$ cat config.mk
export PLATFORM = sky130hd
export DESIGN_NAME = midi_burst_serializer_flat
export DESIGN_NICKNAME = d
export VERILOG_FILES = /design/src/rtl/midi_burst_serializer_if.sv /design/src/rtl/midi_burst_serializer.sv /design/src/flat_wrapper.sv
export SDC_FILE = /design/constraint.sdc
export NUM_CORES = 1
export LEC_CHECK = 0
export CORE_MARGIN = 10
export CORE_UTILIZATION = 50
export DETAILED_ROUTE_END_ITERATION = 7
export PLACE_DENSITY_LB_ADDON = 0.25
export SYNTH_ARGS = -nofsm -noshare
export SYNTH_HDL_FRONTEND = slang
export SYNTH_SLANG_ARGS = --single-unit
$ cat constraint.sdc
create_clock -name clk_in -period 4.85 [get_ports clk_in]
set_input_delay 0.97 -clock clk_in [delete_from_list [all_inputs] [get_ports clk_in]]
set_output_delay 0.97 -clock clk_in [all_outputs]
set_load 0.02 [all_outputs]
$ cat src/rtl/midi_burst_serializer_if.sv
// Burst hand-off from the note collector plus the serial MIDI output status lines.
interface midi_burst_serializer_if;
  logic [20:0] burst_notes_on_in  [5];
  logic [20:0] burst_notes_off_in [5];
  logic [2:0]  on_msg_count_in;
  logic [2:0]  off_msg_count_in;
  logic        burst_ready_in;
  logic        midi_tx_out;
  logic        busy_out;
  logic        burst_done_out;
  logic        dropped_out;

  modport master (
    output burst_notes_on_in, burst_notes_off_in, on_msg_count_in, off_msg_count_in, burst_ready_in,
    input  midi_tx_out, busy_out, burst_done_out, dropped_out
  );

  modport slave (
    input  burst_notes_on_in, burst_notes_off_in, on_msg_count_in, off_msg_count_in, burst_ready_in,
    output midi_tx_out, busy_out, burst_done_out, dropped_out
  );
endinterface

$ cat src/rtl/midi_burst_serializer.sv
// Replays one captured burst (note-offs first, then note-ons) as an 8N1 MIDI byte stream.
module midi_burst_serializer #(
  parameter int unsigned CLK_HZ    = 100_000_000,
  parameter int unsigned BAUD_RATE = 31_250
) (
  input  logic                   clk_in,
  input  logic                   rst_n_in,
  midi_burst_serializer_if.slave bus
);
  localparam int unsigned BIT_CYCLES = CLK_HZ / BAUD_RATE;
  localparam int unsigned TW         = $clog2(BIT_CYCLES);
  localparam logic [TW-1:0] BIT_LAST  = TW'(BIT_CYCLES - 1);
  localparam logic [TW-1:0] STOP_LAST = TW'(BIT_CYCLES - 2);

  typedef enum logic [2:0] {IDLE, LOAD, START, DATA, STOP, NEXT_BYTE, DONE} state_t;
  state_t state, state_next;

  // Buffered entries keep only {chan, note[6:0], vel[6:0]}
  logic [17:0]   on_buf  [5];
  logic [17:0]   off_buf [5];
  logic [2:0]    on_n, off_n;
  logic [3:0]    total;
  logic [TW-1:0] timer;
  logic [2:0]    bit_idx;
  logic [1:0]    byte_idx;
  logic [3:0]    msg_idx;
  logic          is_on;
  logic [3:0]    sel;
  logic [17:0]   entry;
  logic [7:0]    cur_byte;
  logic          tx_d, done_d, drop_d;
  logic          tx_q, done_q, drop_q;
  logic [5:0]    unused_fields;

  function automatic logic [2:0] clamp5(input logic [2:0] c);
    return (c > 3'd5) ? 3'd5 : c;
  endfunction

  assign total = {1'b0, off_n} + {1'b0, on_n};

  always_comb begin
    unused_fields = '0;
    for (int unsigned i = 0; i < 5; i++) begin
      unused_fields = unused_fields ^ {bus.burst_notes_on_in[i][20], bus.burst_notes_on_in[i][15],
                                       bus.burst_notes_on_in[i][7], bus.burst_notes_off_in[i][20],
                                       bus.burst_notes_off_in[i][15], bus.burst_notes_off_in[i][7]};
    end
  end

  always_comb begin
    is_on = (msg_idx >= {1'b0, off_n});
    sel   = is_on ? (msg_idx - {1'b0, off_n}) : msg_idx;
    entry = '0;
    for (int unsigned i = 0; i < 5; i++) begin
      if (sel == 4'(i)) entry = is_on ? on_buf[i] : off_buf[i];
    end
    case (byte_idx)
      2'd0:    cur_byte = {1'b1, 2'b00, is_on, entry[17:14]};
      2'd1:    cur_byte = {1'b0, entry[13:7]};
      default: cur_byte = {1'b0, entry[6:0]};
    endcase
  end

  always_ff @(posedge clk_in or negedge rst_n_in) begin
    if (!rst_n_in) state <= IDLE;
    else           state <= state_next;
  end

  // STOP runs one cycle short; NEXT_BYTE supplies the final stop-bit cycle so frames abut
  always_comb begin
    state_next = state;
    unique case (state)
      IDLE:      if (bus.burst_ready_in) state_next = LOAD;
      LOAD:      state_next = (total == 4'd0) ? DONE : START;
      START:     if (timer == BIT_LAST) state_next = DATA;
      DATA:      if (timer == BIT_LAST && bit_idx == 3'd7) state_next = STOP;
      STOP:      if (timer == STOP_LAST) state_next = NEXT_BYTE;
      NEXT_BYTE: state_next = (byte_idx == 2'd2 && (msg_idx + 4'd1) == total) ? DONE : START;
      DONE:      state_next = IDLE;
      default:   state_next = IDLE;
    endcase
  end

  always_comb begin
    unique case (state)
      START:   tx_d = 1'b0;
      DATA:    tx_d = cur_byte[bit_idx];
      default: tx_d = 1'b1;
    endcase
    done_d = (state == DONE);
    drop_d = bus.burst_ready_in && (state != IDLE);
  end

  always_ff @(posedge clk_in or negedge rst_n_in) begin
    if (!rst_n_in) begin
      for (int unsigned i = 0; i < 5; i++) begin
        on_buf[i]  <= '0;
        off_buf[i] <= '0;
      end
      on_n     <= '0;
      off_n    <= '0;
      timer    <= '0;
      bit_idx  <= '0;
      byte_idx <= '0;
      msg_idx  <= '0;
    end else begin
      case (state)
        IDLE: if (bus.burst_ready_in) begin
          for (int unsigned i = 0; i < 5; i++) begin
            on_buf[i]  <= {bus.burst_notes_on_in[i][19:16], bus.burst_notes_on_in[i][14:8],
                           bus.burst_notes_on_in[i][6:0]};
            off_buf[i] <= {bus.burst_notes_off_in[i][19:16], bus.burst_notes_off_in[i][14:8],
                           bus.burst_notes_off_in[i][6:0]};
          end
          on_n  <= clamp5(bus.on_msg_count_in);
          off_n <= clamp5(bus.off_msg_count_in);
        end
        LOAD: begin
          msg_idx  <= '0;
          byte_idx <= '0;
          timer    <= '0;
          bit_idx  <= '0;
        end
        START: timer <= (timer == BIT_LAST) ? '0 : timer + TW'(1);
        DATA: begin
          timer <= (timer == BIT_LAST) ? '0 : timer + TW'(1);
          if (timer == BIT_LAST) bit_idx <= bit_idx + 3'd1;
        end
        STOP: timer <= (timer == STOP_LAST) ? '0 : timer + TW'(1);
        NEXT_BYTE: begin
          timer   <= '0;
          bit_idx <= '0;
          if (byte_idx == 2'd2) begin
            byte_idx <= '0;
            msg_idx  <= msg_idx + 4'd1;
          end else begin
            byte_idx <= byte_idx + 2'd1;
          end
        end
        default: ;
      endcase
    end
  end

  always_ff @(posedge clk_in or negedge rst_n_in) begin
    if (!rst_n_in) begin
      tx_q   <= 1'b1;
      done_q <= 1'b0;
      drop_q <= 1'b0;
    end else begin
      tx_q   <= tx_d;
      done_q <= done_d;
      drop_q <= drop_d;
    end
  end

  assign bus.midi_tx_out    = tx_q;
  assign bus.busy_out       = (state != IDLE);
  assign bus.burst_done_out = done_q;
  assign bus.dropped_out    = drop_q;
endmodule

$ cat src/flat_wrapper.sv
// flat-port wrapper written by rule: the top's interface ports become plain ports
module midi_burst_serializer_flat 
#(
  parameter int unsigned CLK_HZ    = 100_000_000,
  parameter int unsigned BAUD_RATE = 31_250
)
  (clk_in, rst_n_in, bus_burst_notes_on_in, bus_burst_notes_off_in, bus_on_msg_count_in, bus_off_msg_count_in, bus_burst_ready_in, bus_midi_tx_out, bus_busy_out, bus_burst_done_out, bus_dropped_out);
  midi_burst_serializer_if bus_i ();
  input  logic clk_in;
  input  logic rst_n_in;
  input wire logic [$bits(bus_i.burst_notes_on_in)-1:0] bus_burst_notes_on_in;
  input wire logic [$bits(bus_i.burst_notes_off_in)-1:0] bus_burst_notes_off_in;
  input wire logic [$bits(bus_i.on_msg_count_in)-1:0] bus_on_msg_count_in;
  input wire logic [$bits(bus_i.off_msg_count_in)-1:0] bus_off_msg_count_in;
  input wire logic [$bits(bus_i.burst_ready_in)-1:0] bus_burst_ready_in;
  output wire logic [$bits(bus_i.midi_tx_out)-1:0] bus_midi_tx_out;
  output wire logic [$bits(bus_i.busy_out)-1:0] bus_busy_out;
  output wire logic [$bits(bus_i.burst_done_out)-1:0] bus_burst_done_out;
  output wire logic [$bits(bus_i.dropped_out)-1:0] bus_dropped_out;
  assign bus_i.burst_notes_on_in = {>>{bus_burst_notes_on_in}};
  assign bus_i.burst_notes_off_in = {>>{bus_burst_notes_off_in}};
  assign bus_i.on_msg_count_in = bus_on_msg_count_in;
  assign bus_i.off_msg_count_in = bus_off_msg_count_in;
  assign bus_i.burst_ready_in = bus_burst_ready_in;
  assign bus_midi_tx_out = bus_i.midi_tx_out;
  assign bus_busy_out = bus_i.busy_out;
  assign bus_burst_done_out = bus_i.burst_done_out;
  assign bus_dropped_out = bus_i.dropped_out;
  midi_burst_serializer #(.CLK_HZ(CLK_HZ), .BAUD_RATE(BAUD_RATE)) u_core (.clk_in(clk_in), .rst_n_in(rst_n_in), .bus(bus_i));
endmodule
==> results of run 1 <==
-- registers in the layout (all words and copies together) (netlist names) --
signal	cells
u_core.bus.burst_done_out	1
u_core.bus.midi_tx_out	1
u_core.byte_idx	2
u_core.msg_idx	4
u_core.timer	12
u_core.on_buf	90
u_core.bus.dropped_out	1
u_core.off_buf	90
u_core.on_n	3
u_core.state	3
u_core.bit_idx	3
u_core.off_n	3
-- cell type report --
class / count / area [sq um]
multi-input combinational: 1006 / 4890
clock inverter: 7 / 60.1
inverter: 19 / 71.3
sequential: 213 / 5330
fill: 1839 / 7410
tap: 275 / 344
clock buffer: 35 / 733
timing repair buffer: 212 / 2110
-- Yosys cell counts (3+ instances only) --
cell type    n
buf_6        3
o22ai_1     10
o211ai_1     7
mux2_2       5
a211o_1      3
clkbuf_1    59
mux2i_1     34
a31oi_1     12
xnor2_1      5
a21oi_1     36
nor4_1       5
nor3_1       6
nor2b_1      5
dfrtp_1    212
buf_2        9
nor2_1      21
nand3b_1     6
xor2_1       9
o31ai_1      4
inv_1       19
ha_1        11
and2_1       3
nand3_1     28
a22oi_1      3
a311oi_1     7
o21ai_0     31
nand2_1    679
or3_1        4
a221oi_1     3
and3_1       8
nand4_1      4
a211oi_1    10
a21o_1       7
-- path summary, 6_finish.rpt --
| path | from | to | cells past startpoint |
|---|---|---|---|
| setup / recovery | u_core.msg_idx[0] | u_core.bus.midi_tx_out | 13 |
| hold / removal | u_core.off_buf[37] | u_core.off_buf[37] | 2 |
| setup reg to reg | u_core.msg_idx[0] | u_core.bus.midi_tx_out | 13 |
| hold reg to reg | u_core.off_buf[37] | u_core.off_buf[37] | 2 |
| max in group asynchronous | rst_n_in | u_core.off_buf[87] | 2 |
| min in group asynchronous | rst_n_in | u_core.on_buf[71] | 1 |
-- per-stage QoR --
| stage | cell area [sq um] | utilization |
|---|---|---|
| 2_1_floorplan | 10600 | - |
| 3_3_place_gp | 12700 | 0.608 |
| 3_5_place_dp | 12700 | 0.608 |
| 4_1_cts | 13500 | 0.646 |
| 5_1_grt | 13500 | 0.646 |
| 6_report | 13500 | 0.646 |
-- worst register-to-register path: cells and delay by family (launching register included) --
| kind | cells | cell delay [ns] |
|---|---|---|
| AO/OA/AOI/OAI | 7 | 1.73 |
| adder cells (fa/ha/maj) | 2 | 0.56 |
| buffers and inverters | 2 | 0.60 |
| flip-flops | 1 | 0.37 |
| AND/OR/NAND/NOR | 2 | 0.70 |
-- per-layer routing --
metal  up-vias  GRT usage  wire, um
li1       4615          -         -
met1      4593      0.317     13900
met2       353      0.373     15200
met3        60     0.0476      2430
met4         0     0.0726       955
met5         -          0         0
-- power groups by stage --
stage | clock network (W) | registers, W | logic (W)
floorplan | 0 | 0.00181 | 0.00000268
global placement | 0 | 0.00181 | 0.000195
detailed placement | 0 | 0.00181 | 0.000197
CTS | 0.00183 | 0.00178 | 0.000198
global route | 0.00190 | 0.00178 | 0.000211
finish | 0.00181 | 0.00178 | 0.000195
-- logic make-up after synthesis --
kind of cell | Yosys count | synth area share
compound gates | 161 | 0.102
xor+xnor | 14 | 0.0116
simple gates | 779 | 0.293
buf+inv | 93 | 0.0365
flops | 213 | 0.503
fa+ha+maj | 13 | 0.0168
mux | 39 | 0.0374
==> reports/summary.txt, run 1 <==
Core box area - 21000 sq um
CP max-delay cell - and3_2
Cts-stage hold buffer count - 0
P&R area growth vs syn - 27.8%
Routed WL - 32400 um
Routed len/inst - 18.4 um
Seq pwr share - 0.470
H-tree Lvls - 1
Final hold vios - 0
Vias - 9621
Synth Instances - 1312
Leak - 6.81 nW
Port buffer count - 192
CTS tree - done
Clk buf depth - 3
Placed cells - 1725
Synth area leaders - dfrtp_1 (50%), nand2_1 (24%), mux2i_1 (3.2%)
Max FO, Critical Path - 26
Post-route ant nets - 0
EDFF count, synth - 0
Synth cell types - 63
Post-layout nets - 1708
Leading area contributor after synthesis - dfrtp_1
GRT overflow - 0
CP delay by family, top - compound AO/OA/AOI/OAI gates
Die width - 166 um
Io pins - 223
Commonest non-fill, non-tap cell in the layout - nand2_1
IR drop worst, VDD - 0.242 mV
Status - finished, final reports clean
Die Y - 166 um
Synth top area share - 0.501
Arr. time, crit path - 4.47 ns
Initial Util - 0.506
Req. time, crit path - 5.29 ns
CP endpoint kind - register
Clock latency on the worst-skew pair - 0.51 ns
Comb power frac - 0.052
Worst hold-check path type - reg -> reg
Via/cell ratio - 5.44
Share of cells above drive strength 1 - 0.0523
Syn_area_per_cell - 8.08 sq um
Final Non-Filler Cells - 1767
Slew Limit Fails - 0
Main synth FF type - dfrtp_1
Asr flop ratio synth - 1.00
Fmax - 248 MHz
GPL Wtd Cong - 0.935
Clk network pwr share - 0.478
Num rows - 53
Ant diodes - 0
Final HPWL DP - 23200 um
Crit-path cells - inv_1 > ha_1 > fa_1 > nand2b_1 > and3_2 > buf_4 > a211o_1 > a21o_1 > o22ai_1 > o311a_1 > a311oi_1 > o22ai_1 > a211o_1
Setup Buffers After CTS - 0
Largest net degree at the start of global routing - 123
Synthesized area - 10600 sq um
Final setup vio count - 0
Switch Pwr - 0.000773 W
Most frequent cells in the layout - nand2_1 (678), dfrtp_1 (212), clkdlybuf4s50_1 (191), a21oi_1 (36), mux2i_1 (34)
Max_slew headroom - 0.302
RSZ-0062 raised after global routing - no
Clk sink count - 213
Sw Share - 0.205
Measured slew at the worst slew-check pin - 1.04 ns
Sequential area share after synthesis - 0.503
First-pass DRT Iterations - 5
Worst R2R Setup Slack - 0.82 ns
Period Utilization, post-route - 0.831
Syn nets - 1544
Dpl ws - 0.853 ns
Slowest stage delay, CP - 0.41 ns
Clock transition at path regs - 0.06 ns
First-pass GRT wire length - 51400 um
CP Class - reg -> reg
Buf+Inv Stages, Crit Path - 2
Yosys synthesis warning count - 0
PwrDens - 279 nW/um^2
Power, Total - 0.00378 W
Worst setup SP type - register
Drt drc - 0
Initial antenna violation count - 0
Hold WS - 0.473 ns
Die area - 27400 sq um
Setup Skew - 0.00888 ns
Post-route setup slack - 0.818 ns
Resized Gates After CTS - 0
Total CTS buffers - 24
MaxCap Viol Count - 0
Post-layout minimum cycle time - 4.03 ns
Internal power - 0.00301 W
DR iter-0 viols - 905
Vias in the first global route - 9677
Total GRT Usage - 0.235
#FFs+latches synth - 213
TNS Setup - 0 ns
Clock Tree Root - clkbuf_16
Power figures use the tool's default switching activity.
==> run 2, diff against run 1 <==
- clock period: 4.85 -> 4.1 ns (I/O delays scaled with it)
==> run 2 against run 1 <==
  * Critical path depth fell by 1
  * Non-clock buffer count rose by 11
  * First-iteration DRC count fell by 0.22%
  * Critical path type unchanged
  * Setup slack got worse by 0.58 ns
  * Sequential share of layout area fell by 0.34 points
  * Design area rose by 0.86%
  * Routed wire length rose by 0.94%
  * Critical endpoint unchanged
  * Largest cell class unchanged
==> reports/summary.txt, run 2 (same netlist as run 1, synthesis figures left out) <==
Clk network pwr share - 0.481
P&R area growth vs syn - 28.9%
Crit-path cells - inv_1 > ha_1 > fa_1 > nand2b_1 > a21oi_2 > nor2_2 > mux2_2 > o211ai_1 > o211ai_1 > a311oi_1 > o22ai_1 > a211o_1
Placed instance area - 12900 sq um
Routed WL - 32800 um
Share of cells above drive strength 1 - 0.0605
IR drop worst, VDD - 0.215 mV
Seq pwr share - 0.467
Highest metal used - met4
Die area - 27400 sq um
Post-layout minimum cycle time - 3.86 ns
Worst setup SP type - register
Final setup vio count - 0
Max FO, Critical Path - 12
Die width - 166 um
Post-layout nets - 1719
Drt drc - 0
Internal power - 0.00356 W
Multi-input logic area - 4890 sq um
Final instance area - 13700 sq um
CP Class - reg -> reg
Status - finished, final reports clean
Met3 WL - 2360 um
Via/cell ratio - 5.41
Routed len/inst - 18.4 um
GRT overflow - 0
Post-route ant nets - 0
MaxCap Viol Count - 0
Sw Share - 0.209
Commonest non-fill, non-tap cell in the layout - nand2_1
Setup Buffers After CTS - 0
Initial Util - 0.506
Die Y - 166 um
Clock transition at path regs - 0.06 ns
Clk sink count - 213
GPL Wtd Cong - 0.923
Fmax - 259 MHz
Most frequent cells in the layout - nand2_1 (678), dfrtp_1 (212), clkdlybuf4s50_1 (191), a21oi_1 (36), mux2i_1 (34)
CP max-delay cell - nor2_2
Io pins - 223
Measured slew at the worst slew-check pin - 0.936 ns
Initial antenna violation count - 0
Top Registers - u_core.off_buf (90), u_core.on_buf (90), u_core.timer (12)
H-tree Lvls - 1
Cts-stage hold buffer count - 0
Register area - 5330 sq um
Filler Cells Inserted - 1814
Clock latency on the worst-skew pair - 0.52 ns
Largest net degree at the start of global routing - 109
Worst hold-check path type - in -> async
Slew Limit Fails - 0
Met2 WL - 15400 um
Setup Skew - 0.00806 ns
Resized Gates After CTS - 0
Max_slew headroom - 0.371
CTS tree - done
Final HPWL DP - 23800 um
Arr. time, crit path - 4.31 ns
Num rows - 53
Total GRT Usage - 0.238
Clk buf depth - 3
Crit path top cell by count - o211ai_1
Port buffer count - 192
Clock Tree Root - clkbuf_16
First-pass DRT Iterations - 5
Power, Total - 0.00450 W
Ant diodes - 0
DR iter-0 viols - 903
First-pass GRT wire length - 52100 um
Final hold vios - 0
CP endpoint kind - register
Vias in the first global route - 9643
Slowest stage delay, CP - 0.63 ns
Total CTS buffers - 24
Comb power frac - 0.052
WL met1 - 14100 um
Vias - 9638
Leak - 6.88 nW
PwrDens - 329 nW/um^2
Core box area - 21000 sq um
TNS Setup - 0 ns
Req. time, crit path - 4.55 ns
Period Utilization, post-route - 0.942
RSZ-0062 raised after global routing - no
Switch Pwr - 0.000941 W
run 2: changes by cell type in the layout (fill, tap and decap cells not counted), sizes merged:
cell / change
buf: +11
clkinv: +4
clkbuf: -3
bufinv: +1
run 2: metrics by stage:
step	setup slack (ns)	util	hold slack, ns	instances
after detailed placement	0.333	0.614	0.461	1736
after floorplan	0.476	-	0.439	1312
final	0.238	0.652	0.426	1780
after global routing	0.0553	0.652	0.488	1780
after global placement	0.425	0.614	0.454	1736
after CTS	0.300	0.652	0.463	1780
run 2: final cells by class:
class	count	area share
clock buffer	32	0.0498
inverter	19	0.00522
multi-input combinational	1006	0.358
sequential	213	0.390
clock inverter	12	0.00889
tap	275	0.0252
timing repair buffer	223	0.163
run 2: metal layers:
| metal | global-route usage | vias to the layer above |
|---|---|---|
| li1 | - | 4639 |
| met1 | 0.320 | 4597 |
| met2 | 0.383 | 346 |
| met3 | 0.0491 | 56 |
| met4 | 0.0646 | 0 |
| met5 | 0 | - |
run 2: worst paths after layout:
kind | from | to | slack, ns | depth (start not counted)
max | u_core.msg_idx[0] | u_core.bus.midi_tx_out | 0.24 | 12
min | rst_n_in | u_core.off_buf[71] | 0.43 | 1
max reg2reg | u_core.msg_idx[0] | u_core.bus.midi_tx_out | 0.24 | 12
min reg2reg | u_core.on_buf[40] | u_core.on_buf[40] | 0.47 | 2
max in group asynchronous | rst_n_in | u_core.timer[0] | 2.85 | 2
min in group clk_in | u_core.on_buf[40] | u_core.on_buf[40] | 0.47 | 2
run 2: power by group through the flow:
stage          Clock (W)  Sequential, W  Combinational [W]
2_1_floorplan          0        0.00214         0.00000317
3_3_place_gp           0        0.00214           0.000233
3_5_place_dp           0        0.00214           0.000235
4_1_cts          0.00219        0.00210           0.000237
5_1_grt          0.00228        0.00210           0.000251
6_report         0.00216        0.00210           0.000233
run 2: critical path: cells and delay by family (launching register included):
family	cells	cell delay (ns)
simple gates	2	0.92
flops	1	0.37
mux	1	0.41
fa+ha+maj	2	0.53
compound gates	6	1.47
buf+inv	1	0.08
==> run 3, diff against run 2 <==
- SKIP_LAST_GASP: not set -> 1
==> results of run 3 <==
The final DEF is identical to that of run 2; final timing and power are the same.
